[src/rtl/clint.sv]
// Core-local trap sequencer: detects ECALL/EBREAK/MRET/interrupts in idle, writes
// mepc/mcause/mstatus over the CSR port, then strobes a PC redirect.
module clint #(
  parameter logic [11:0] CSR_MEPC    = 12'h341,
  parameter logic [11:0] CSR_MCAUSE  = 12'h342,
  parameter logic [11:0] CSR_MSTATUS = 12'h300,
  parameter logic [31:0] CAUSE_TIMER = 32'h8000_0007,
  parameter logic [31:0] CAUSE_EXT   = 32'h8000_000B
) (
  input  logic        clk,
  input  logic        rst,
  input  logic [31:0] inst_i,
  input  logic [31:0] inst_addr_i,
  input  logic        jump_flag_i,
  input  logic [31:0] jump_addr_i,
  input  logic [7:0]  int_flag_i,
  input  logic [31:0] csr_mtvec_i,
  input  logic [31:0] csr_mepc_i,
  input  logic [31:0] csr_mstatus_i,
  output logic        hold_flag_o,
  output logic        we_o,
  output logic [11:0] waddr_o,
  output logic [31:0] data_o,
  output logic        int_assert_o,
  output logic [31:0] int_addr_o
);

  localparam logic [31:0] INST_ECALL  = 32'h0000_0073;
  localparam logic [31:0] INST_EBREAK = 32'h0010_0073;
  localparam logic [31:0] INST_MRET   = 32'h3020_0073;

  typedef enum logic [2:0] {
    S_IDLE        = 3'd0,
    S_MEPC        = 3'd1,
    S_MCAUSE      = 3'd2,
    S_MSTATUS     = 3'd3,
    S_ASSERT      = 3'd4,
    S_MRET        = 3'd5,
    S_MRET_ASSERT = 3'd6
  } state_e;

  state_e      state_q, state_d;
  logic [31:0] cause_q, cause_d;
  logic [31:0] epc_q, epc_d;
  logic        we_q, we_d;
  logic [11:0] waddr_q, waddr_d;
  logic [31:0] data_q, data_d;
  logic        int_assert_q, int_assert_d;
  logic [31:0] int_addr_q, int_addr_d;

  logic ev_sync, ev_async, ev_mret;

  always_comb begin
    ev_sync  = (inst_i == INST_ECALL) || (inst_i == INST_EBREAK);
    ev_async = (int_flag_i != '0) && csr_mstatus_i[3];
    ev_mret  = (inst_i == INST_MRET);
  end

  always_comb begin
    hold_flag_o = (state_q != S_IDLE) || ev_sync || ev_async || ev_mret;
  end

  // Outputs are registered from the next state so they line up with the state occupied.
  always_comb begin
    state_d      = state_q;
    cause_d      = cause_q;
    epc_d        = epc_q;
    we_d         = 1'b0;
    waddr_d      = '0;
    data_d       = '0;
    int_assert_d = 1'b0;
    int_addr_d   = '0;

    case (state_q)
      S_IDLE: begin
        if (ev_sync) begin
          cause_d = (inst_i == INST_EBREAK) ? 32'd3 : 32'd11;
          epc_d   = inst_addr_i;
          state_d = S_MEPC;
        end else if (ev_async) begin
          cause_d = int_flag_i[0] ? CAUSE_TIMER : CAUSE_EXT;
          epc_d   = jump_flag_i ? jump_addr_i : inst_addr_i;
          state_d = S_MEPC;
        end else if (ev_mret) begin
          state_d = S_MRET;
        end
      end
      S_MEPC:        state_d = S_MCAUSE;
      S_MCAUSE:      state_d = S_MSTATUS;
      S_MSTATUS:     state_d = S_ASSERT;
      S_ASSERT:      state_d = S_IDLE;
      S_MRET:        state_d = S_MRET_ASSERT;
      S_MRET_ASSERT: state_d = S_IDLE;
      default:       state_d = S_IDLE;
    endcase

    case (state_d)
      S_MEPC: begin
        we_d    = 1'b1;
        waddr_d = CSR_MEPC;
        data_d  = epc_d;
      end
      S_MCAUSE: begin
        we_d    = 1'b1;
        waddr_d = CSR_MCAUSE;
        data_d  = cause_d;
      end
      S_MSTATUS: begin
        we_d      = 1'b1;
        waddr_d   = CSR_MSTATUS;
        data_d    = csr_mstatus_i;
        data_d[7] = csr_mstatus_i[3];
        data_d[3] = 1'b0;
      end
      S_ASSERT: begin
        int_assert_d = 1'b1;
        int_addr_d   = csr_mtvec_i;
      end
      S_MRET: begin
        we_d      = 1'b1;
        waddr_d   = CSR_MSTATUS;
        data_d    = csr_mstatus_i;
        data_d[3] = csr_mstatus_i[7];
        data_d[7] = 1'b1;
      end
      S_MRET_ASSERT: begin
        int_assert_d = 1'b1;
        int_addr_d   = csr_mepc_i;
      end
      default: ;
    endcase
  end

  always_ff @(posedge clk or negedge rst) begin
    if (!rst) begin
      state_q      <= S_IDLE;
      cause_q      <= '0;
      epc_q        <= '0;
      we_q         <= 1'b0;
      waddr_q      <= '0;
      data_q       <= '0;
      int_assert_q <= 1'b0;
      int_addr_q   <= '0;
    end else begin
      state_q      <= state_d;
      cause_q      <= cause_d;
      epc_q        <= epc_d;
      we_q         <= we_d;
      waddr_q      <= waddr_d;
      data_q       <= data_d;
      int_assert_q <= int_assert_d;
      int_addr_q   <= int_addr_d;
    end
  end

  always_comb begin
    we_o         = we_q;
    waddr_o      = waddr_q;
    data_o       = data_q;
    int_assert_o = int_assert_q;
    int_addr_o   = int_addr_q;
  end

endmodule

[config.mk]
export PLATFORM = sky130hd
export DESIGN_NAME = clint
export DESIGN_NICKNAME = d
export VERILOG_FILES = /design/src/rtl/clint.sv
export SDC_FILE = /design/constraint.sdc
export NUM_CORES = 1
export LEC_CHECK = 0
export CORE_UTILIZATION = 37
export CTS_CLUSTER_SIZE = 14
export DETAILED_ROUTE_END_ITERATION = 10
export GPL_ROUTABILITY_DRIVEN = 1
export PLACE_DENSITY = 0.8
export SLEW_MARGIN = 25
export SYNTH_ARGS = -nofsm -noshare
export SYNTH_HDL_FRONTEND = slang
export SYNTH_SLANG_ARGS = --single-unit
[constraint.sdc]
create_clock -name clk -period 2.3 [get_ports clk]
set_input_delay 0.23 -clock clk [delete_from_list [all_inputs] [get_ports clk]]
set_output_delay 0.23 -clock clk [all_outputs]
set_load 0.02 [all_outputs]
==> metrics, run 1 <==
run status complete, no violations; terminating pin of the worst hold path cause_q[0]; Power Internal 0.004705 W; number of global-route vias before repair 4665; count of state elements after synthesis 104; cell types occupying the most area after synthesis sky130_fd_sc_hd__dfrtp_1 57%, sky130_fd_sc_hd__a22o_1 6.1%, sky130_fd_sc_hd__nor3_1 6.1%; R2R Path End data_o[15]; register area share after synthesis 56.68%; sequential group share of total power 33.3%; Tightest Hold Check Type flop to flop; CTS clock-pin slew for the worst setup and hold paths 0.07 ns; synthesized instance count 399; area of the die 12860 sq um; post-CTS repair timing setup buffer count 0; Routed WL 15.22 mm; # diodes 0; Setup Viol. Count Final 0; clock group share of total power 19.6%; num ports 282; clock network latency to the later pin of the worst-skew pair 0.33 ns; cell area power density 919.7 nW/um^2; cell accounting for the most synthesized area sky130_fd_sc_hd__dfrtp_1; reg-to-reg startpoint state_q[0]; highest achievable clock rate 474.2 MHz; core area 12060 sq um; commonest register cell after synthesis sky130_fd_sc_hd__dfrtp_1; grt total ovfl 0; number of vias after detailed routing 4452; Placement Rows 40; Syn. warnings 0; port bufs 274; number of CTS-inserted buffers 9; layout cells sized above 1 9.573%; Hold Path Origin cause_q[0]; total clock sinks 104; first-pass detailed-route iteration total 5; Setup Skew 0.007026 ns; crit path capture type output port; Min-Delay Path Depth 1; ordered list of cells on the worst path clkdlybuf4s50_1, nor4_2, a21oi_2, or3_1, dlygate4sd2_1; via count normalized by instance count 5.256; detailed placement HPWL 11.67 mm; starting utilization of the core area 38.07%; post-layout total power 0.007307 W; CP required 2.07 ns; Setup crit start kind input pin; post-layout min period 2.109 ns; Vert. Die Dim 113.4 microns; unrepaired setup endpoints after global routing false; horizontal extent of the die 113.4 microns; drt drc 0; leak pwr 3.333 nW; Sw Share 35.61%; count of fill cells added during filler insertion 924; number of violations reported at the end of detailed-routing iteration 0 364; r2r worst-path depth 8; maximum number of pins on one net before global-route repair 55; crit path kind input pin to output port; initial antenna violation count 0; Max Transition Viols Final 0; Antenna Nets Post-Route 0; total negative setup slack 0 ns; maximum capacitance violations 0; Final Hold Slack 0.4718 ns; EDFF count, synth 0; mean instance size in the synthesized netlist 11.51 sq um; Total Nets Final 877; combined area of all synthesized cells 4592 sq um; Max transition margin 56.85%; critical path launch point int_flag_i[5]; switching pwr 0.002602 W; Max VDD drop 0.0003864 V; largest incremental delay on the critical path 0.43 ns; arrival time worst endpoint 1.88 ns; post-route clock period utilization 91.68%; Synth cell types 45; first-pass GRT wire length 23.20 mm; relative area change from synthesis to final layout 73.02%; count of H-tree levels built during CTS 3; Routed wire per std cell 17.97 microns; Tot GR Track Use 23.53%; buffers from clock root to sink, at most 2; transition time at the pin with the least slew margin 0.6472 ns; asr flop ratio synth 100.0%; RePlAce Congestion 0.8465; reg-to-reg setup timing slack 0.48 ns; final number of hold-violating endpoints 0; top-area cell type share of the netlist area 56.68%; CTS tree built; share of total power in combinational logic 47.1%; critical-path maximum fanout 2; CP max-delay cell sky130_fd_sc_hd__clkdlybuf4s50_1; buffer cell driving the clock tree root sky130_fd_sc_hd__clkbuf_16
-- cells by family (layout without fill, tap and decap cells) --
family | count (synthesis) | after routing | share of synthesized area, %
flip-flops | 104 | 104 | 56.68
other | 1 | 7 | 0.08167
buffers and inverters | 54 | 328 | 5.858
AO/OA/AOI/OAI | 109 | 109 | 19.95
AND/OR/NAND/NOR | 130 | 130 | 17.25
XOR/XNOR | 1 | 1 | 0.1908
-- stage by stage --
stage / instances / area, sq um / setup WS [ns] / utilization, %
floorplan: 405 / 4614 / 0.4104 / -
global placement: 830 / 7640 / -0.03937 / 63.34
detailed placement: 830 / 7640 / -0.1243 / 63.34
CTS: 847 / 7939 / 0.1831 / 65.82
global route: 847 / 7945 / 0.02385 / 65.87
finish: 847 / 7945 / 0.1914 / 65.87
-- layout by cell type (no fill, tap or decap), types with 4 or more instances in the layout --
cell                              count
sky130_fd_sc_hd__buf_4               22
sky130_fd_sc_hd__o31ai_1             30
sky130_fd_sc_hd__clkbuf_16            9
sky130_fd_sc_hd__nor3_1              56
sky130_fd_sc_hd__and2_1              29
sky130_fd_sc_hd__inv_1                7
sky130_fd_sc_hd__a22o_1              32
sky130_fd_sc_hd__dfrtp_1            104
sky130_fd_sc_hd__nand2_1              6
sky130_fd_sc_hd__buf_12               7
sky130_fd_sc_hd__nor4_1               4
sky130_fd_sc_hd__a221o_1              5
sky130_fd_sc_hd__conb_1               7
sky130_fd_sc_hd__clkdlybuf4s50_1    272
sky130_fd_sc_hd__nand2b_1             4
sky130_fd_sc_hd__nor2_1               4
sky130_fd_sc_hd__a32oi_1             25
-- power by group through the flow --
stage	Sequential, W	Clock, W	Combinational (W)
finish	0.00243	0.00143	0.00344
global route	0.00247	0.00154	0.00364
CTS	0.00244	0.00147	0.00345
detailed placement	0.00247	0	0.00344
global placement	0.00245	0	0.00337
floorplan	0.00298	0	0.00119
-- Yosys cell counts (2+ instances only) --
cell	n
sky130_fd_sc_hd__nor4b_2	3
sky130_fd_sc_hd__o21ai_0	3
sky130_fd_sc_hd__nand2_1	6
sky130_fd_sc_hd__dfrtp_1	104
sky130_fd_sc_hd__nor4_1	5
sky130_fd_sc_hd__a32oi_1	25
sky130_fd_sc_hd__nand3_1	3
sky130_fd_sc_hd__a21oi_2	2
sky130_fd_sc_hd__a22o_1	32
sky130_fd_sc_hd__a221o_1	5
sky130_fd_sc_hd__buf_4	10
sky130_fd_sc_hd__nor3_1	56
sky130_fd_sc_hd__nor4_2	2
sky130_fd_sc_hd__a21oi_1	3
sky130_fd_sc_hd__buf_6	3
sky130_fd_sc_hd__nor3b_1	2
sky130_fd_sc_hd__clkbuf_1	27
sky130_fd_sc_hd__nor2_1	6
sky130_fd_sc_hd__or2_2	2
sky130_fd_sc_hd__or3_1	2
sky130_fd_sc_hd__inv_1	7
sky130_fd_sc_hd__nand2b_1	4
sky130_fd_sc_hd__buf_2	5
sky130_fd_sc_hd__a211oi_1	3
sky130_fd_sc_hd__and4_1	2
sky130_fd_sc_hd__and2_1	29
sky130_fd_sc_hd__o31ai_1	30
-- state kept, by name (all words and copies together) (netlist names) --
name	cells
state_q	3
cause_q	32
waddr_o	4
int_addr_o	32
data_o	32
int_assert_o	1
-- critical path: cells and delay by family --
family          cells  cell delay, ns
simple gates        2            0.78
compound gates      1            0.12
buf+inv             2            0.75
-- worst max path at each step --
stage                     depth (start not counted)  slack (ns)          end
after floorplan                                   7        0.41   data_o[26]
after global placement                            6       -0.04  hold_flag_o
after detailed placement                          9       -0.12   data_o[22]
after CTS                                         5        0.18  hold_flag_o
after global routing                              9        0.02   data_o[14]
final                                             5        0.19  hold_flag_o
-- layer usage --
layer  wire (microns)  GRT usage [%]
met2             7889          43.93
met5                0              0
met1             5745          25.62
met4              224          8.509
met3             1357          6.111
-- what timing repair did --
action,CTS,global route
resized for setup,2,0
setup endpoints to repair,1,0
hold buffers,1,0
endpoints found under the hold margin,50,0
-- layout make-up --
| type | count | area [sq um] | area share, % |
|---|---|---|---|
| Clock inverter | 6 | 45.04 | 0.5669 |
| Sequential cell | 104 | 2603 | 32.76 |
| Tap cell | 168 | 210.2 | 2.646 |
| Inverter | 9 | 33.78 | 0.4252 |
| Timing Repair Buffer | 303 | 3047 | 38.35 |
| Multi-Input combinational cell | 247 | 1768 | 22.25 |
| Clock buffer | 10 | 239.0 | 3.008 |
No activity file was read; power rests on OpenSTA's default activity.
==> run 2: changes to the inputs <==
Settings changed: GPL_TIMING_DRIVEN from default to 0.
==> metrics, run 2 (synthesized netlist as in run 1, its figures left out) <==
switching pwr 0.002658 W (+2.2%); first-pass detailed-route iteration total 8 (+3); cell area power density 952.1 nW/um^2 (+3.5%); highest achievable clock rate 446.8 MHz (-5.8%); most common cell after layout, fill and taps aside sky130_fd_sc_hd__clkdlybuf4s50_1; clock group share of total power 22.6% (+3.0 points); CP Buf/Inv Count 5 (+3); commonest cells after routing, fill and taps aside 272 x sky130_fd_sc_hd__clkdlybuf4s50_1, 104 x sky130_fd_sc_hd__dfrtp_1, 55 x sky130_fd_sc_hd__nor3_1, 32 x sky130_fd_sc_hd__a22o_1; crit path kind input pin to flop; largest incremental delay on the critical path 0.47 ns (+0.04 ns); count of fill cells added during filler insertion 905 (-2.1%); area of the die 12860 sq um (unchanged); Final Hold Slack 0.3837 ns (-0.08803 ns); num ports 282 (unchanged); Finished Layout Cells 871 (+2.8%); post-route clock period utilization 97.31% (+5.6 points); total clock sinks 104 (unchanged); detailed placement HPWL 12.43 mm (+6.6%); CP required 2.53 ns (+0.46 ns); CTS clock-pin slew for the worst setup and hold paths 0.07 ns (about the same); Most common cell on crit path sky130_fd_sc_hd__buf_4; run status complete, but fails checks; Routed WL 16.20 mm (+6.5%); starting utilization of the core area 38.07% (unchanged); clock network latency to the later pin of the worst-skew pair 0.34 ns (about the same); Max transition margin 49.21% (-7.6 points); relative area change from synthesis to final layout 76.92%; Vert. Die Dim 113.4 microns (unchanged); transition time at the pin with the least slew margin 0.7549 ns (+0.1077 ns); post-layout total power 0.007735 W (+5.9%); Placement Rows 40 (unchanged); post-layout min period 2.238 ns (+0.1296 ns); Total Nets Final 901 (+2.7%); buffer cell driving the clock tree root sky130_fd_sc_hd__clkbuf_16; Tot GR Track Use 25.43% (+1.9 points); core occupancy in the finished layout 67.35% (+1.5 points); grt total ovfl 0 (unchanged); r2r worst-path depth 6 (-2); number of vias after detailed routing 4593 (+3.2%); layout cells sized above 1 10.67% (+1.1 points); initial antenna violation count 0 (unchanged); Tightest Hold Check Type input pin to async pin; core area 12060 sq um (unchanged); maximum number of pins on one net before global-route repair 56 (+1.8%); # diodes 0 (unchanged); ordered list of cells on the worst path clkdlybuf4s50_1, nor4b_4, nand4_2, buf_4, nor3b_4, buf_4, o21ai_2, buf_4, buf_6, o31ai_1; number of violations reported at the end of detailed-routing iteration 0 378 (+3.8%); count of H-tree levels built during CTS 3 (unchanged); Setup crit start kind input pin; Setup Viol. Count Final 0 (unchanged); horizontal extent of the die 113.4 microns (unchanged); RePlAce Congestion 0.8714 (+2.9%); buffers from clock root to sink, at most 2 (unchanged); family of cells with the greatest summed delay on the critical path buffers and inverters; port bufs 274 (unchanged); Power Internal 0.005077 W (+7.9%); via count normalized by instance count 5.273 (+0.32%); Sw Share 34.36% (-1.2 points); violated checks DRC; arrival time worst endpoint 2.47 ns (+0.59 ns); Antenna Nets Post-Route 0 (unchanged); critical-path maximum fanout 10 (+8); share of total power in combinational logic 45.3% (-1.8 points); DP Cell Count 848 (+2.2%); CP max-delay cell sky130_fd_sc_hd__clkdlybuf4s50_1; number of global-route vias before repair 4747 (+1.8%); number of logic stages on the critical path including buffering 10 (+5); Max VDD drop 0.0004396 V (+14%); CTS tree built; drt drc 1 (+1); maximum capacitance violations 0 (unchanged); Routed wire per std cell 18.60 microns (+3.5%); crit path capture type flop; number of CTS-inserted buffers 9 (unchanged); sequential group share of total power 32.1% (-1.2 points); Max Transition Viols Final 0 (unchanged); first-pass GRT wire length 24.90 mm (+7.3%); final number of hold-violating endpoints 0 (unchanged); Setup Skew 0.006913 ns (-0.0001127 ns); leak pwr 3.446 nW (+3.4%); total negative setup slack 0 ns (unchanged)
run 2: cell count changes in the layout (fill, tap and decap cells not counted), moves of 3 or more:
cell	delta
sky130_fd_sc_hd__buf_6	+4
sky130_fd_sc_hd__bufinv_16	+3
sky130_fd_sc_hd__clkbuf_2	+6
sky130_fd_sc_hd__buf_12	-7
sky130_fd_sc_hd__buf_2	+5
sky130_fd_sc_hd__clkbuf_1	+17
run 2: final timing paths:
kind / slack [ns] / from / end
min reg2reg: 0.48 / cause_q[1] / cause_q[1]
max reg2reg: 0.20 / state_q[2] / data_o[25]
min in group clk: 0.48 / cause_q[1] / cause_q[1]
max: 0.06 / inst_i[12] / data_o[25]
min: 0.38 / rst / data_o[18]
max in group asynchronous: 1.29 / rst / int_addr_o[14]
run 2: repair_timing:
item                                   CTS  global route
endpoints found under the hold margin   49             0
setup endpoints to repair               23            80
gates resized for setup                 13            14
hold buffers                             1             0
setup buffers                            6             4
pin swaps                                4             2
run 2: power groups by stage:
| stage | Combinational, W | Clock (W) | Sequential [W] |
|---|---|---|---|
| after floorplan | 0.00119 | 0 | 0.00298 |
| after global placement | 0.00335 | 0 | 0.00246 |
| after detailed placement | 0.00341 | 0 | 0.00246 |
| after CTS | 0.00350 | 0.00177 | 0.00243 |
| after global routing | 0.00371 | 0.00186 | 0.00253 |
| final | 0.00350 | 0.00175 | 0.00248 |
run 2: area by class of cell:
cell class / instances / area (sq um) / area share (%)
Inverter: 9 / 37.54 / 0.4620
Clock buffer: 11 / 242.7 / 2.988
Clock inverter: 5 / 103.9 / 1.278
Buffer: 41 / 227.7 / 2.803
Timing Repair Buffer: 286 / 2855 / 35.15
Sequential cell: 104 / 2603 / 32.03
Tap cell: 168 / 210.2 / 2.587
Multi-Input combinational cell: 247 / 1844 / 22.70
run 2: metrics by stage:
stage / worst slack [ns] / area (sq um)
2_1_floorplan: 0.4104 / 4614
3_3_place_gp: -2.667 / 7567
3_5_place_dp: -0.5044 / 7596
4_1_cts: 0.002377 / 8055
5_1_grt: -0.03098 / 8124
6_report: 0.06179 / 8124
run 2: metal layers:
layer | wire (microns) | GRT usage [%] | part of all wire, % | vias to the layer above
met5 | 0 | 0 | 0 | -
met4 | 462 | 10.79 | 2.9 | 0
met3 | 1520 | 6.164 | 9.4 | 39
met2 | 8281 | 46.30 | 51 | 272
met1 | 5936 | 28.34 | 37 | 2193
li1 | - | - | - | 2089
